File: src/rtl/peripheral_pkg.sv
// Shared register map and TCON bit positions for the peripheral bus responder.
package peripheral_pkg;
  localparam logic [31:0] OFS_TH      = 32'h00;
  localparam logic [31:0] OFS_TL      = 32'h04;
  localparam logic [31:0] OFS_TCON    = 32'h08;
  localparam logic [31:0] OFS_LED     = 32'h0C;
  localparam logic [31:0] OFS_DIGI    = 32'h10;
  localparam logic [31:0] OFS_SYSTICK = 32'h14;

  localparam int TCON_EN = 0;
  localparam int TCON_IE = 1;
  localparam int TCON_ST = 2;

  // Decoded write strobes handed to the timer core.
  typedef struct packed {
    logic th;
    logic tl;
    logic tcon;
  } timer_we_t;
endpackage

File: src/rtl/peripheral_bus_if.sv
// CPU data-bus view of device space: strobes, address, write data, read data.
interface peripheral_bus_if;
  logic        MemRead;
  logic        MemWrite;
  logic [31:0] MemBus_Address;
  logic [31:0] MemBus_Write_Data;
  logic [31:0] Device_Read_Data;

  modport master (
    output MemRead, MemWrite, MemBus_Address, MemBus_Write_Data,
    input  Device_Read_Data
  );

  modport slave (
    input  MemRead, MemWrite, MemBus_Address, MemBus_Write_Data,
    output Device_Read_Data
  );
endinterface

File: src/rtl/peripheral_bus_timer_core.sv
// Reloadable 32-bit up-counter with sticky overflow status and level interrupt.
module timer_core
  import peripheral_pkg::*;
(
  input  logic        clk,
  input  logic        reset,
  input  timer_we_t   we,
  input  logic [31:0] wdata,
  output logic [31:0] th,
  output logic [31:0] tl,
  output logic [2:0]  tcon,
  output logic        irq
);
  logic ovf;
  assign ovf = tcon[TCON_EN] && (tl == 32'hFFFF_FFFF);

  always_ff @(posedge clk) begin
    if (reset) begin
      th   <= '0;
      tl   <= '0;
      tcon <= '0;
    end else begin
      if (we.th) th <= wdata;
      // CPU write to TL beats the reload; reload always uses the pre-edge TH.
      if (we.tl)                tl <= wdata;
      else if (tcon[TCON_EN])   tl <= ovf ? th : tl + 32'd1;
      if (we.tcon) tcon <= wdata[2:0];
      // Overflow setting status wins over a same-cycle software clear.
      if (ovf && tcon[TCON_IE]) tcon[TCON_ST] <= 1'b1;
    end
  end

  assign irq = tcon[TCON_ST] & tcon[TCON_IE];
endmodule

File: src/rtl/peripheral_bus.sv
// Device-space responder: address decode, LED/DIGI/SYSTICK registers, read mux.
module peripheral_bus
  import peripheral_pkg::*;
#(
  parameter logic [31:0] BASE_ADDR = 32'h4000_0000
) (
  input  logic            clk,
  input  logic            reset,
  peripheral_bus_if.slave bus,
  output logic            irq,
  output logic [7:0]      leds,
  output logic [11:0]     digi
);
  logic [31:0] addr;
  logic        aligned;
  logic        hit_th, hit_tl, hit_tcon, hit_led, hit_digi, hit_systick;
  logic [31:0] systick;
  logic [31:0] th, tl;
  logic [2:0]  tcon;
  logic [31:0] rdata;
  timer_we_t   we;

  assign addr        = bus.MemBus_Address;
  assign aligned     = (addr[1:0] == 2'b00);
  assign hit_th      = aligned && (addr == BASE_ADDR + OFS_TH);
  assign hit_tl      = aligned && (addr == BASE_ADDR + OFS_TL);
  assign hit_tcon    = aligned && (addr == BASE_ADDR + OFS_TCON);
  assign hit_led     = aligned && (addr == BASE_ADDR + OFS_LED);
  assign hit_digi    = aligned && (addr == BASE_ADDR + OFS_DIGI);
  assign hit_systick = aligned && (addr == BASE_ADDR + OFS_SYSTICK);

  assign we.th   = bus.MemWrite && hit_th;
  assign we.tl   = bus.MemWrite && hit_tl;
  assign we.tcon = bus.MemWrite && hit_tcon;

  timer_core u_timer (
    .clk   (clk),
    .reset (reset),
    .we    (we),
    .wdata (bus.MemBus_Write_Data),
    .th    (th),
    .tl    (tl),
    .tcon  (tcon),
    .irq   (irq)
  );

  // SYSTICK is read-only: a hitting write is simply not decoded into it.
  always_ff @(posedge clk) begin
    if (reset) begin
      leds    <= '0;
      digi    <= '0;
      systick <= '0;
    end else begin
      systick <= systick + 32'd1;
      if (bus.MemWrite && hit_led)  leds <= bus.MemBus_Write_Data[7:0];
      if (bus.MemWrite && hit_digi) digi <= bus.MemBus_Write_Data[11:0];
    end
  end

  always_comb begin
    rdata = '0;
    if (bus.MemRead) begin
      if      (hit_th)      rdata = th;
      else if (hit_tl)      rdata = tl;
      else if (hit_tcon)    rdata = {29'd0, tcon};
      else if (hit_led)     rdata = {24'd0, leds};
      else if (hit_digi)    rdata = {20'd0, digi};
      else if (hit_systick) rdata = systick;
    end
  end

  assign bus.Device_Read_Data = rdata;
endmodule

File: src/flat_wrapper.sv
// flat-port wrapper written by rule: the top's interface ports become plain ports
module peripheral_bus_flat import peripheral_pkg::*;
#(
  parameter logic [31:0] BASE_ADDR = 32'h4000_0000
)
  (clk, reset, irq, leds, digi, bus_MemRead, bus_MemWrite, bus_MemBus_Address, bus_MemBus_Write_Data, bus_Device_Read_Data);
  peripheral_bus_if bus_i ();
  input  logic clk;
  input  logic reset;
  output logic irq;
  output logic [7:0] leds;
  output logic [11:0] digi;
  input wire logic [$bits(bus_i.MemRead)-1:0] bus_MemRead;
  input wire logic [$bits(bus_i.MemWrite)-1:0] bus_MemWrite;
  input wire logic [$bits(bus_i.MemBus_Address)-1:0] bus_MemBus_Address;
  input wire logic [$bits(bus_i.MemBus_Write_Data)-1:0] bus_MemBus_Write_Data;
  output wire logic [$bits(bus_i.Device_Read_Data)-1:0] bus_Device_Read_Data;
  assign bus_i.MemRead = bus_MemRead;
  assign bus_i.MemWrite = bus_MemWrite;
  assign bus_i.MemBus_Address = bus_MemBus_Address;
  assign bus_i.MemBus_Write_Data = bus_MemBus_Write_Data;
  assign bus_Device_Read_Data = bus_i.Device_Read_Data;
  peripheral_bus #(.BASE_ADDR(BASE_ADDR)) u_core (.clk(clk), .reset(reset), .bus(bus_i), .irq(irq), .leds(leds), .digi(digi));
endmodule
File: config.mk
export PLATFORM = sky130hd
export DESIGN_NAME = peripheral_bus_flat
export DESIGN_NICKNAME = d
export VERILOG_FILES = /design/src/rtl/peripheral_pkg.sv /design/src/rtl/peripheral_bus_if.sv /design/src/rtl/peripheral_bus_timer_core.sv /design/src/rtl/peripheral_bus.sv /design/src/flat_wrapper.sv
export SDC_FILE = /design/constraint.sdc
export NUM_CORES = 1
export LEC_CHECK = 0
export CAP_MARGIN = 20
export CORE_MARGIN = 2
export CORE_UTILIZATION = 35
export CTS_BUF_LIST = sky130_fd_sc_hd__clkbuf_8
export DETAILED_ROUTE_END_ITERATION = 10
export GPL_ROUTABILITY_DRIVEN = 1
export MAX_ROUTING_LAYER = met4
export PLACE_DENSITY = 0.58
export SLEW_MARGIN = 20
export SYNTH_ARGS = -nofsm -noshare
export SYNTH_HDL_FRONTEND = slang
export SYNTH_HIERARCHICAL = 1
export SYNTH_SLANG_ARGS = --single-unit
File: constraint.sdc
create_clock -name clk -period 5.2 [get_ports clk]
set_clock_uncertainty 0.2 [all_clocks]
set_input_delay 0.52 -clock clk [delete_from_list [all_inputs] [get_ports clk]]
set_output_delay 0.52 -clock clk [all_outputs]
set_load 0.05 [all_outputs]
; Word-level counts from Yosys, hierarchy flattened
; Index checks and enable logic that the tools add are counted.
[word_totals]
ff_bits = 119
output_inout_bits = 53
elab_cells = 45
[classes]
add_sub_neg = 2
eq_ne = 7
n_mux = 12
bitwise = 1
reduce_logical = 16
[op_table]
columns = operator, n
row1 = 32-bit 2-to-1 mux, 10
row2 = "32-bit by 31-bit equality test with 1-bit output, second input constant", 6
row3 = "32-bit by 1-bit adder with 32-bit output, second input constant", 2
row4 = "32-bit equality test, second input constant", 1
row5 = 1-bit logical AND, 13
row6 = 2-bit nonzero test, 2
row7 = 3-bit 2-to-1 mux, 1
row8 = 2-bit zero test, 1
row9 = 1-bit AND, 1
row10 = 1-bit 2-to-1 mux, 1

; Logic depth before layout (Yosys ltp)
; Gate-level depths: netlist of run 1.
[depth]
ltp_word = 9
depth_mapped = 12
mapped_depth_nobuf = 8

; Modules after synthesis
; The synthesis of run 1 kept the hierarchy.
[modules_own_cells]
columns = module, instances, cells_per_inst, area_per_inst_um2, seq_area_each_um2
row1 = timer_core, 1, 426, 3649.8, 1341.3
row2 = peripheral_bus, 1, 418, 3311.9, 1041.0

; Worst setup path before layout of run 1
; Ideal clock, no wire load.
[synth_timing]
kind = input -> register
startpoint = in bus_MemBus_Address[2]
endpoint = reg u_core.u_timer.tl[9]
t_arrival_ns = 2.813
setup_slack_ns = 2.098
path_stages = 10
n_path_buf = 6
path_cell_list = clkbuf_1 -> clkbuf_1 -> clkbuf_1 -> nand2_1 -> nor4_1 -> buf_1 -> clkbuf_8 -> clkbuf_1 -> a21oi_1 -> o32ai_2
[synth_rtl]
columns = element, line
row1 = from (decl), flat_wrapper.sv:15  ; input wire logic [$bits(bus_i.MemBus_Address)-1:0] bus_MemBus_Address;
row2 = to (signal assigned), peripheral_bus_timer_core.sv:25  ; if (we.tl) tl <= wdata;
row3 = to (signal assigned), peripheral_bus_timer_core.sv:26  ; else if (tcon[TCON_EN]) tl <= ovf ? th : tl + 32'd1;
row4 = to (decl), peripheral_bus_timer_core.sv:10  ; output logic [31:0] tl,

; Worst setup path in the final report of run 1
[layout_timing]
startpoint = in bus_MemBus_Address[2]
endpoint = out bus_Device_Read_Data[2]
[layout_via]
elab_chain_len = 9
word_cells_on_any_way = 19
[layout_lines]
columns = element, line
row1 = 32-bit by 31-bit equality test with 1-bit output, peripheral_bus.sv:30  ; assign hit_systick = aligned && (addr == BASE_ADDR + OFS_SYSTICK);
row2 = 1-bit logical AND, peripheral_bus.sv:30
row3 = 32-bit 2-to-1 mux, peripheral_bus.sv:68  ; else if (hit_systick) rdata = systick;
row4 = 32-bit 2-to-1 mux, peripheral_bus.sv:67  ; else if (hit_digi) rdata = {20'd0, digi};
row5 = 32-bit 2-to-1 mux, peripheral_bus.sv:66  ; else if (hit_led) rdata = {24'd0, leds};
row6 = 32-bit 2-to-1 mux, peripheral_bus.sv:65  ; else if (hit_tcon) rdata = {29'd0, tcon};
row7 = 32-bit 2-to-1 mux, peripheral_bus.sv:64  ; else if (hit_tl) rdata = tl;
row8 = 32-bit 2-to-1 mux (*), peripheral_bus.sv:63  ; if (hit_th) rdata = th;
row9 = 32-bit 2-to-1 mux (*), peripheral_bus.sv:62  ; if (bus.MemRead) begin
row10 = to (decl), flat_wrapper.sv:17  ; output wire logic [$bits(bus_i.Device_Read_Data)-1:0] bus_Device_Read_Data;
; Mark *: on every way between the ends. The rest lies on a longest branch, timed or not.

==> results of run 1 <==
[worst max-delay path, cell delays in order]
cell	delay (ns)
clkdlybuf4s50_1	0.86
nor2b_1	0.33
o21ai_0	0.18
o211ai_1	0.12
a31o_2	0.22
a21oi_1	0.16
clkdlybuf4s50_1	0.83
[logic make-up (layout without fill, tap and decap cells)]
logic type / Yosys count / count (layout) / share of synthesized area (%)
mux: 67 / 67 / 9.65
flops: 119 / 119 / 34.2
buf+inv: 66 / 170 / 4.80
compound gates: 176 / 176 / 16.6
fa+ha+maj: 2 / 2 / 0.359
simple gates: 363 / 363 / 27.9
xor+xnor: 51 / 51 / 6.42
[through the flow]
step / worst slack (ns) / hold slack [ns] / cells
floorplan: 2.10 / 0.249 / 844
global placement: 1.34 / 0.283 / 1181
CTS: 1.30 / 0.257 / 1213
finish: 1.25 / 0.276 / 1213
detailed placement: 1.31 / 0.289 / 1181
global route: 1.14 / 0.269 / 1213
[flip-flops by register name (all words and copies together), names as in the netlist]
signal               flops
u_core/digi             12
u_core/leds              8
u_core/systick          32
u_core/u_timer/tcon      3
u_core/u_timer/th       32
u_core/u_timer/tl       32
[worst paths after layout]
| kind | slack [ns] | end | depth (start not counted) | startpoint |
|---|---|---|---|---|
| min | 0.28 | u_core/digi[0] | 2 | reset |
| min reg2reg | 0.30 | u_core/u_timer/tcon[2] | 2 | u_core/u_timer/tcon[1] |
| max reg2reg | 2.24 | u_core/u_timer/tl[16] | 6 | u_core/u_timer/tl[2] |
| max | 1.25 | bus_Device_Read_Data[2] | 7 | bus_MemBus_Address[2] |
[per-layer routing]
layer	share of wire [%]	vias up
met3	3.9	9
li1	-	3212
met1	48	3086
met4	0.61	0
met2	47	163
met5	0	-
[report_power, final]
group	internal (mW)	total, mW	switching [mW]
sequential	0.913	0.916	0.00350
clock	0.525	0.934	0.410
combinational	0.0640	0.133	0.0686
total	1.50	1.98	0.482
[layout make-up]
class	count	share of cell area, %
Clock buffer	17	2.70
Clock inverter	15	2.37
Inverter	5	0.217
Multi-Input combinational cell	659	49.3
Sequential cell	119	27.5
Tap cell	265	3.83
Timing Repair Buffer	133	14.1
[placed cells by master (no fill, tap or decap), drive strengths merged, types with 11 or more instances in the layout]
cell,n
nor3,17
and3,21
and4,11
o22ai,17
nand4,22
nor2,139
clkdlybuf4s50,89
nor3b,27
o21ai,25
mux2i,66
o211a,24
xor2,37
dfxtp,119
nand2,66
buf,44
clkbuf,17
nand3,27
nor4,13
a21oi,70
xnor2,14
==> out/qor.csv, run 1 <==
stage;metric;value;unit
finish;Final Core Density;44.5;%
global_route;initial antenna violation count;0;
placed_design;post-place instance area;0.00821;mm2
placed_design;RePlAce Congestion;0.835;
global_route;met2 usage;33.9;%
detailed_routing;detailed-route via count;6470;
hold_path;worst min path class;input pin to flop;
setup_path;crit end category;primary output;
placed_design;post-DP HPWL;14800;um
global_route;first-pass GRT wire length;34900;um
detailed_routing;Residual DRC;0;
global_route;met3 Usage GRT;3.55;%
detailed_routing;Avg WL per Cell;17.9;um
run_status;status;complete, no violations;
cts;cts bufs inserted;17;
synthesis;synthesized cell area;0.00696;mm2
detailed_routing;Via-to-Cell Ratio;5.33;
setup_path;crit path launch type;input pin;
cts;CTS Hold Bufs;0;
synthesis;count leader, synth;nor2_1;
setup_path;critical path arrival;3.23;ns
finish;share of post-route cells with drive strength above 1;12.0;%
synthesis;Synth Warn #;6;
global_route;GRT Max-Usage Layer;met2;
synthesis;post-synthesis area per instance;8.25;um2
sta;fin crit period;3.95;ns
floorplan;Die Wd;145;um
floorplan;initial core utilization;35.8;%
pwr;Tot Pwr;1.98;mW
floorplan;die area;0.0210;mm2
detailed_routing;Pre-Repair DR Iteration Count;5;
sta;worst slew pin tran;0.980;ns
global_route;global route overflow;0;
finish;final antenna diode count;0;
cts;post-CTS setup repair buffer count;0;
detailed_routing;DRT antenna net count;0;
pwr;worst IR drop on VDD;0.000152;V
cts;CTS root buf;clkbuf_8;
finish;Multi-input gate area;0.00426;mm2
synthesis;Synth Instances;844;
synthesis;asr flop ratio synth;0;%
sta;final worst-path cycle share;76.0;%
run;count of max-cap constraint violations;0;
setup_path;Req. time, crit path;4.48;ns
synthesis;post-synth top area cell;dfxtp_1;
sta;setup tns final;0;ns
synthesis;Yosys cell types;58;
cts;number of H-tree levels;4;
sta;slew margin rel.;34.1;%
synthesis;Post-synth EDFFs;0;
pwr;power density over the cells;229;mW/mm2
floorplan;I/O Pins;121;
synthesis;Post-Syn Nets;914;
synthesis;Top FF cell, synth;dfxtp_1;
pwr;LEAKAGE;3.24;nW
sta;Final Hold Vio Count;0;
cts;cts repair resizes;0;
cts;TritonCTS clock tree;built;
cts;Max clock buf depth;2;
finish;register area;0.00238;mm2
finish;number of fill cells;1978;
sta;max-slew violation count;0;
sta;Final setup violation count;0;
global_route;GRT met1 Usage;28.1;%
detailed_routing;Initial DRC Count;442;
synthesis;top cells by area, synth;dfxtp_1 (34%), mux2i_1 (9.5%), nor2_1 (7.5%), a21oi_1 (5.0%), xor2_1 (4.7%);
cts;clock sinks;119;
global_route;largest net degree at the start of global routing;90;
cts;clock transition at the registers of the reported paths;0.07;ns
floorplan;die height;145;um
synthesis;Yosys reg bits;119;
setup_path;worst setup path class;input pin to primary output;
setup_path;Worst Path Max Fanout;25;
synthesis;post-synthesis sequential area ratio;34.2;%
finish;fin nets;1005;
synthesis;Synth top cells by count;nor2_1 (139), dfxtp_1 (119), a21oi_1 (70);
synthesis;Synth top area share;34.2;%
sta;fmax;0.253;GHz
floorplan;area of the core;0.0195;mm2
placed_design;PortBufs;120;
detailed_routing;Post-Route WL;21700;um
global_route;via count of the first global-routing pass;6275;
global_route;GRT Util Overall;21.1;%
floorplan;cell row count;51;
cts;Clock Latency Late Sink;0.45;ns
finish;Area Growth Syn to Fin;24.3;%
finish;final non-filler cell area;0.00865;mm2
sta;RSZ-0062 raised after global routing;false;
No activity file was read; power rests on OpenSTA's default activity.
==> run 2, diff against run 1 <==
==> constraint.sdc (replaced) <==
create_clock -name clk -period 3.8 [get_ports clk]
set_clock_uncertainty 0.2 [all_clocks]
set_input_delay 0.38 -clock clk [delete_from_list [all_inputs] [get_ports clk]]
set_output_delay 0.38 -clock clk [all_outputs]
set_load 0.05 [all_outputs]
==> out/qor.csv, run 2 (synthesis gave the netlist of run 1 again) <==
stage;metric;value;unit
run;count of max-cap constraint violations;0;
setup_path;crit end category;flop;
setup_path;critical path arrival;3.19;ns
finish;Area Growth Syn to Fin;26.0;%
detailed_routing;DRT antenna net count;0;
floorplan;die height;145;um
floorplan;die area;0.0210;mm2
floorplan;Die Wd;145;um
sta;setup tns final;0;ns
detailed_routing;Initial DRC Count;538;
run_status;status;complete, no violations;
cts;CTS Hold Bufs;0;
global_route;GRT Util Overall;21.3;%
setup_path;crit path launch type;input pin;
sta;Final setup violation count;0;
setup_path;Req. time, crit path;3.89;ns
floorplan;initial core utilization;35.8;%
cts;Max clock buf depth;2;
detailed_routing;Pre-Repair DR Iteration Count;5;
cts;Clock Latency Late Sink;0.46;ns
detailed_routing;Residual DRC;0;
placed_design;RePlAce Congestion;0.842;
finish;commonest non-fill, non-tap cell in the layout;nor2_1;
sta;final worst-path cycle share;81.6;%
finish;Final Core Density;45.1;%
sta;max-slew violation count;0;
cts;clock sinks;119;
cts;cts bufs inserted;17;
placed_design;post-DP HPWL;15100;um
setup_path;worst setup path class;input pin to flop;
global_route;first-pass GRT wire length;35100;um
cts;TritonCTS clock tree;built;
floorplan;I/O Pins;121;
placed_design;PortBufs;120;
sta;worst setup margin;0.699;ns
floorplan;area of the core;0.0195;mm2
finish;share of post-route cells with drive strength above 1;13.1;%
sta;worst slew pin tran;1.13;ns
sta;slew margin rel.;24.4;%
setup_path;Worst Path Max Fanout;67;
cts;post-CTS setup repair buffer count;0;
floorplan;cell row count;51;
pwr;LEAKAGE;3.30;nW
pwr;power density over the cells;319;mW/mm2
finish;commonest cells after routing, fill and taps aside;nor2_1 (139), dfxtp_1 (119), clkdlybuf4s50_1 (86);
global_route;via count of the first global-routing pass;6529;
detailed_routing;detailed-route via count;6544;
detailed_routing;Avg WL per Cell;17.8;um
finish;biggest regs;u_core/systick (32), u_core/u_timer/th (32), u_core/u_timer/tl (32);
detailed_routing;Post-Route WL;21800;um
sta;fin crit period;3.10;ns
finish;fin nets;1012;
hold_path;worst min path class;input pin to flop;
pwr;worst IR drop on VDD;0.000207;V
setup_path;Reg2Reg Setup Slack;0.84;ns
placed_design;Setup WS pre-CTS;0.225;ns
finish;final antenna diode count;0;
sta;Final Hold Vio Count;0;
cts;cts repair resizes;0;
cts;number of H-tree levels;4;
cts;clock transition at the registers of the reported paths;0.07;ns
global_route;largest net degree at the start of global routing;73;
cts;CTS root buf;clkbuf_8;
global_route;initial antenna violation count;0;
sta;fmax;0.322;GHz
finish;number of fill cells;1962;
detailed_routing;Via-to-Cell Ratio;5.36;
sta;RSZ-0062 raised after global routing;false;
global_route;global route overflow;0;
-- run 2: path summary, 6_finish.rpt --
check                                       startpoint                      to  cells past startpoint
worst max-delay path            bus_MemBus_Address[13]   u_core/u_timer/tl[28]                      7
worst max register to register    u_core/u_timer/tl[2]    u_core/u_timer/tl[2]                      7
worst min register to register  u_core/u_timer/tcon[1]  u_core/u_timer/tcon[2]                      2
worst min-delay path                             reset       u_core/systick[0]                      2
-- run 2: per-stage QoR --
step	area, um2	cells	total power, mW	hold slack (ns)
floorplan	6960	844	1.36	0.249
global placement	8310	1188	1.47	0.282
detailed placement	8310	1188	1.47	0.282
CTS	8770	1220	2.83	0.170
global route	8770	1220	2.90	0.187
finish	8770	1220	2.80	0.199
-- run 2: critical path, cell delays in order --
cell	delay, ns
clkdlybuf4s50_1	0.42
nor4_2	0.35
nand4_1	0.24
nor4_2	0.36
buf_4	0.60
or3_1	0.65
o32ai_1	0.19
-- run 2: routing by layer --
metal	up-vias	GRT usage (%)	routed length, um
met3	22	4.53	895
li1	3221	-	-
met2	166	34.0	10200
met5	-	-	0
met4	0	5.99	280
met1	3135	27.4	10400
-- run 2: area by class of cell --
cell class / count / area, um2 / share of cell area (%)
multi-input cells: 659 / 4260 / 48.6
flip-flops and latches: 119 / 2380 / 27.2
repair buffers: 140 / 1310 / 15.0
well taps: 265 / 332 / 3.78
clock buffers: 19 / 262 / 2.98
clock inverters: 13 / 201 / 2.30
inverters: 5 / 18.8 / 0.214
-- run 2: power breakdown --
group	switching (mW)	total [mW]	internal (mW)
logic	0.0967	0.186	0.0897
clock network	0.551	1.36	0.811
registers	0.00419	1.25	1.25
==> run 3, diff against run 2 <==
--- a/config.mk
+++ b/config.mk
@@ -12,7 +12,7 @@
 export DETAILED_ROUTE_END_ITERATION = 10
 export GPL_ROUTABILITY_DRIVEN = 1
 export MAX_ROUTING_LAYER = met4
-export PLACE_DENSITY = 0.58
+export PLACE_DENSITY = 0.6
 export SLEW_MARGIN = 20
 export SYNTH_ARGS = -nofsm -noshare
 export SYNTH_HDL_FRONTEND = slang
==> constraint.sdc (replaced) <==
create_clock -name clk -period 2.5 [get_ports clk]
set_clock_uncertainty 0.2 [all_clocks]
set_input_delay 0.25 -clock clk [delete_from_list [all_inputs] [get_ports clk]]
set_output_delay 0.25 -clock clk [all_outputs]
set_load 0.05 [all_outputs]
==> out/qor.csv, run 3 (synthesis gave the netlist of run 1 again) <==
stage;metric;value;unit
cts;Clock Latency Late Sink;0.44;ns
finish;share of post-route cells with drive strength above 1;17.8;%
floorplan;die area;0.0210;mm2
sta;final worst-path cycle share;97.6;%
global_route;initial antenna violation count;0;
hold_path;worst min path class;input pin to flop;
placed_design;PortBufs;120;
setup_path;critical path arrival;1.99;ns
setup_path;most frequent CP cell;buf_4;
setup_path;Req. time, crit path;2.05;ns
setup_path;slowest cell on the critical path;nor4_4;
pwr;worst IR drop on VDD;0.000268;V
placed_design;RePlAce Congestion;0.859;
sta;worst slew pin tran;0.698;ns
pwr;power density over the cells;417;mW/mm2
sta;slew margin rel.;53.5;%
sta;WHS;0.102;ns
finish;fin cells;1266;
finish;final antenna diode count;0;
finish;commonest cells after routing, fill and taps aside;nor2_1 (138), dfxtp_1 (119), a21oi_1 (67);
setup_path;crit end category;primary output;
finish;Multi-input gate area;0.00432;mm2
floorplan;area of the core;0.0195;mm2
floorplan;cell row count;51;
run_status;status;complete, no violations;
detailed_routing;Pre-Repair DR Iteration Count;5;
detailed_routing;DRT met1 WL;10300;um
setup_path;worst setup path class;input pin to primary output;
global_route;GRT Util Overall;21.8;%
pwr;Pint;2.96;mW
cts;CTS root buf;clkbuf_8;
cts;CTS Hold Bufs;0;
global_route;first-pass GRT wire length;35800;um
run;count of max-cap constraint violations;0;
setup_path;CP Buf/Inv Count;4;
detailed_routing;Post-Route WL;22800;um
detailed_routing;metal3 WL;1190;um
cts;TritonCTS clock tree;built;
cts;Max clock buf depth;2;
detailed_routing;DR top layer;met4;
sta;RSZ-0062 raised after global routing;true;
cts;clock transition at the registers of the reported paths;0.07;ns
placed_design;Cells after DPL;1230;
pwr;Flop pwr share;48.9;%
pwr;Sw Pwr;0.933;mW
sta;Final setup violation count;0;
cts;cts bufs inserted;17;
floorplan;initial core utilization;35.8;%
finish;Area Growth Syn to Fin;34.1;%
cts;clock sinks;119;
finish;number of fill cells;1952;
setup_path;slowest stage delay, CP;0.34;ns
pwr;Net Sw Frac;24.0;%
sta;setup tns final;0;ns
setup_path;CP cell instances;clkdlybuf4s15_1, nor4_4, nand4_2, buf_4, nor2_1, nand2_1, buf_4, o221a_2, buf_4;
setup_path;delay-heaviest family, CP;buffers and inverters;
cts;number of H-tree levels;4;
detailed_routing;Avg WL per Cell;18.0;um
detailed_routing;Met2 Routed Length;10800;um
setup_path;crit path launch type;input pin;
sta;fin crit period;2.44;ns
floorplan;Die Wd;145;um
detailed_routing;Initial DRC Count;581;
sta;fmax;0.410;GHz
setup_path;Worst Path Max Fanout;10;
detailed_routing;Via-to-Cell Ratio;5.40;
sta;max-slew violation count;0;
finish;register area;0.00238;mm2
floorplan;die height;145;um
pwr;combinational share of power;7.6;%
pwr;LEAKAGE;3.67;nW
detailed_routing;DRT antenna net count;0;
global_route;global route overflow;0;
finish;biggest regs;u_core/systick (32), u_core/u_timer/th (32), u_core/u_timer/tl (32);
global_route;via count of the first global-routing pass;6552;
global_route;largest net degree at the start of global routing;63;
pwr;Clock power frac;43.5;%
floorplan;I/O Pins;121;
detailed_routing;Residual DRC;0;
finish;fin nets;1063;
finish;commonest non-fill, non-tap cell in the layout;nor2_1;
sta;Final Hold Vio Count;0;
placed_design;post-DP HPWL;15700;um
detailed_routing;detailed-route via count;6842;
run 3: cell types whose count changed in the layout (fill, tap and decap cells not counted), sizes merged, moves of 3 or more:
cell	delta
buf	+52
dlymetal6s2s	+5
bufinv	-3
clkdlybuf4s15	+8
clkdlybuf4s50	-29
clkinvlp	-3
dlygate4sd2	+15
run 3: area by class of cell:
cell class | count | share of cell area (%)
multi-input combinational | 659 | 46.3
tap | 265 | 3.55
clock buffer | 20 | 2.95
timing repair buffer | 191 | 20.6
inverter | 5 | 0.201
sequential | 119 | 25.5
clock inverter | 7 | 0.884
run 3: path summary, 6_finish.rpt:
kind | startpoint | to | slack [ns] | depth (start not counted)
worst min register to register | u_core/u_timer/tcon[1] | u_core/u_timer/tcon[2] | 0.30 | 2
worst max-delay path | bus_MemBus_Address[5] | bus_Device_Read_Data[6] | 0.06 | 9
worst min-delay path | reset | u_core/u_timer/tl[31] | 0.10 | 5
worst max register to register | u_core/u_timer/tl[5] | u_core/u_timer/tl[25] | 0.18 | 5
run 3: metrics by stage:
stage                     utilization [%]  cell area (um2)  power, mW  setup slack (ns)
after floorplan                         -             6970       2.06           0.00343
after global placement               44.9             8740       2.25            -0.261
after detailed placement             44.9             8740       2.25            -0.298
after CTS                            47.8             9300       3.93           0.00380
after global routing                 48.0             9340       4.04           -0.0196
final                                48.0             9340       3.89            0.0593
run 3: tightest hold or removal path, stage by stage:
cell and delay, ns:
buf_4 0.10, nor3_2 0.06, buf_12 0.14, o21ai_0 0.07
o22ai_1 0.06
run 3: metal layers:
layer | GRT usage [%] | vias up
met1 | 27.8 | 3282
met5 | - | -
li1 | - | 3324
met2 | 34.6 | 201
met3 | 4.28 | 35
met4 | 7.43 | 0
run 3: timing repair:
action	CTS	global route
gates cloned	3	0
endpoints found under the setup margin	32	32
setup buffers	6	1
pin swaps	10	7
resized for setup	65	13
endpoints found under the hold margin	0	0
run 3: power by group through the flow:
stage	logic (mW)	registers (mW)	clock network (mW)
2_1_floorplan	0.118	1.95	0
3_3_place_gp	0.299	1.95	0
3_5_place_dp	0.300	1.95	0
4_1_cts	0.295	1.91	1.73
5_1_grt	0.317	1.91	1.81
6_report	0.294	1.91	1.69
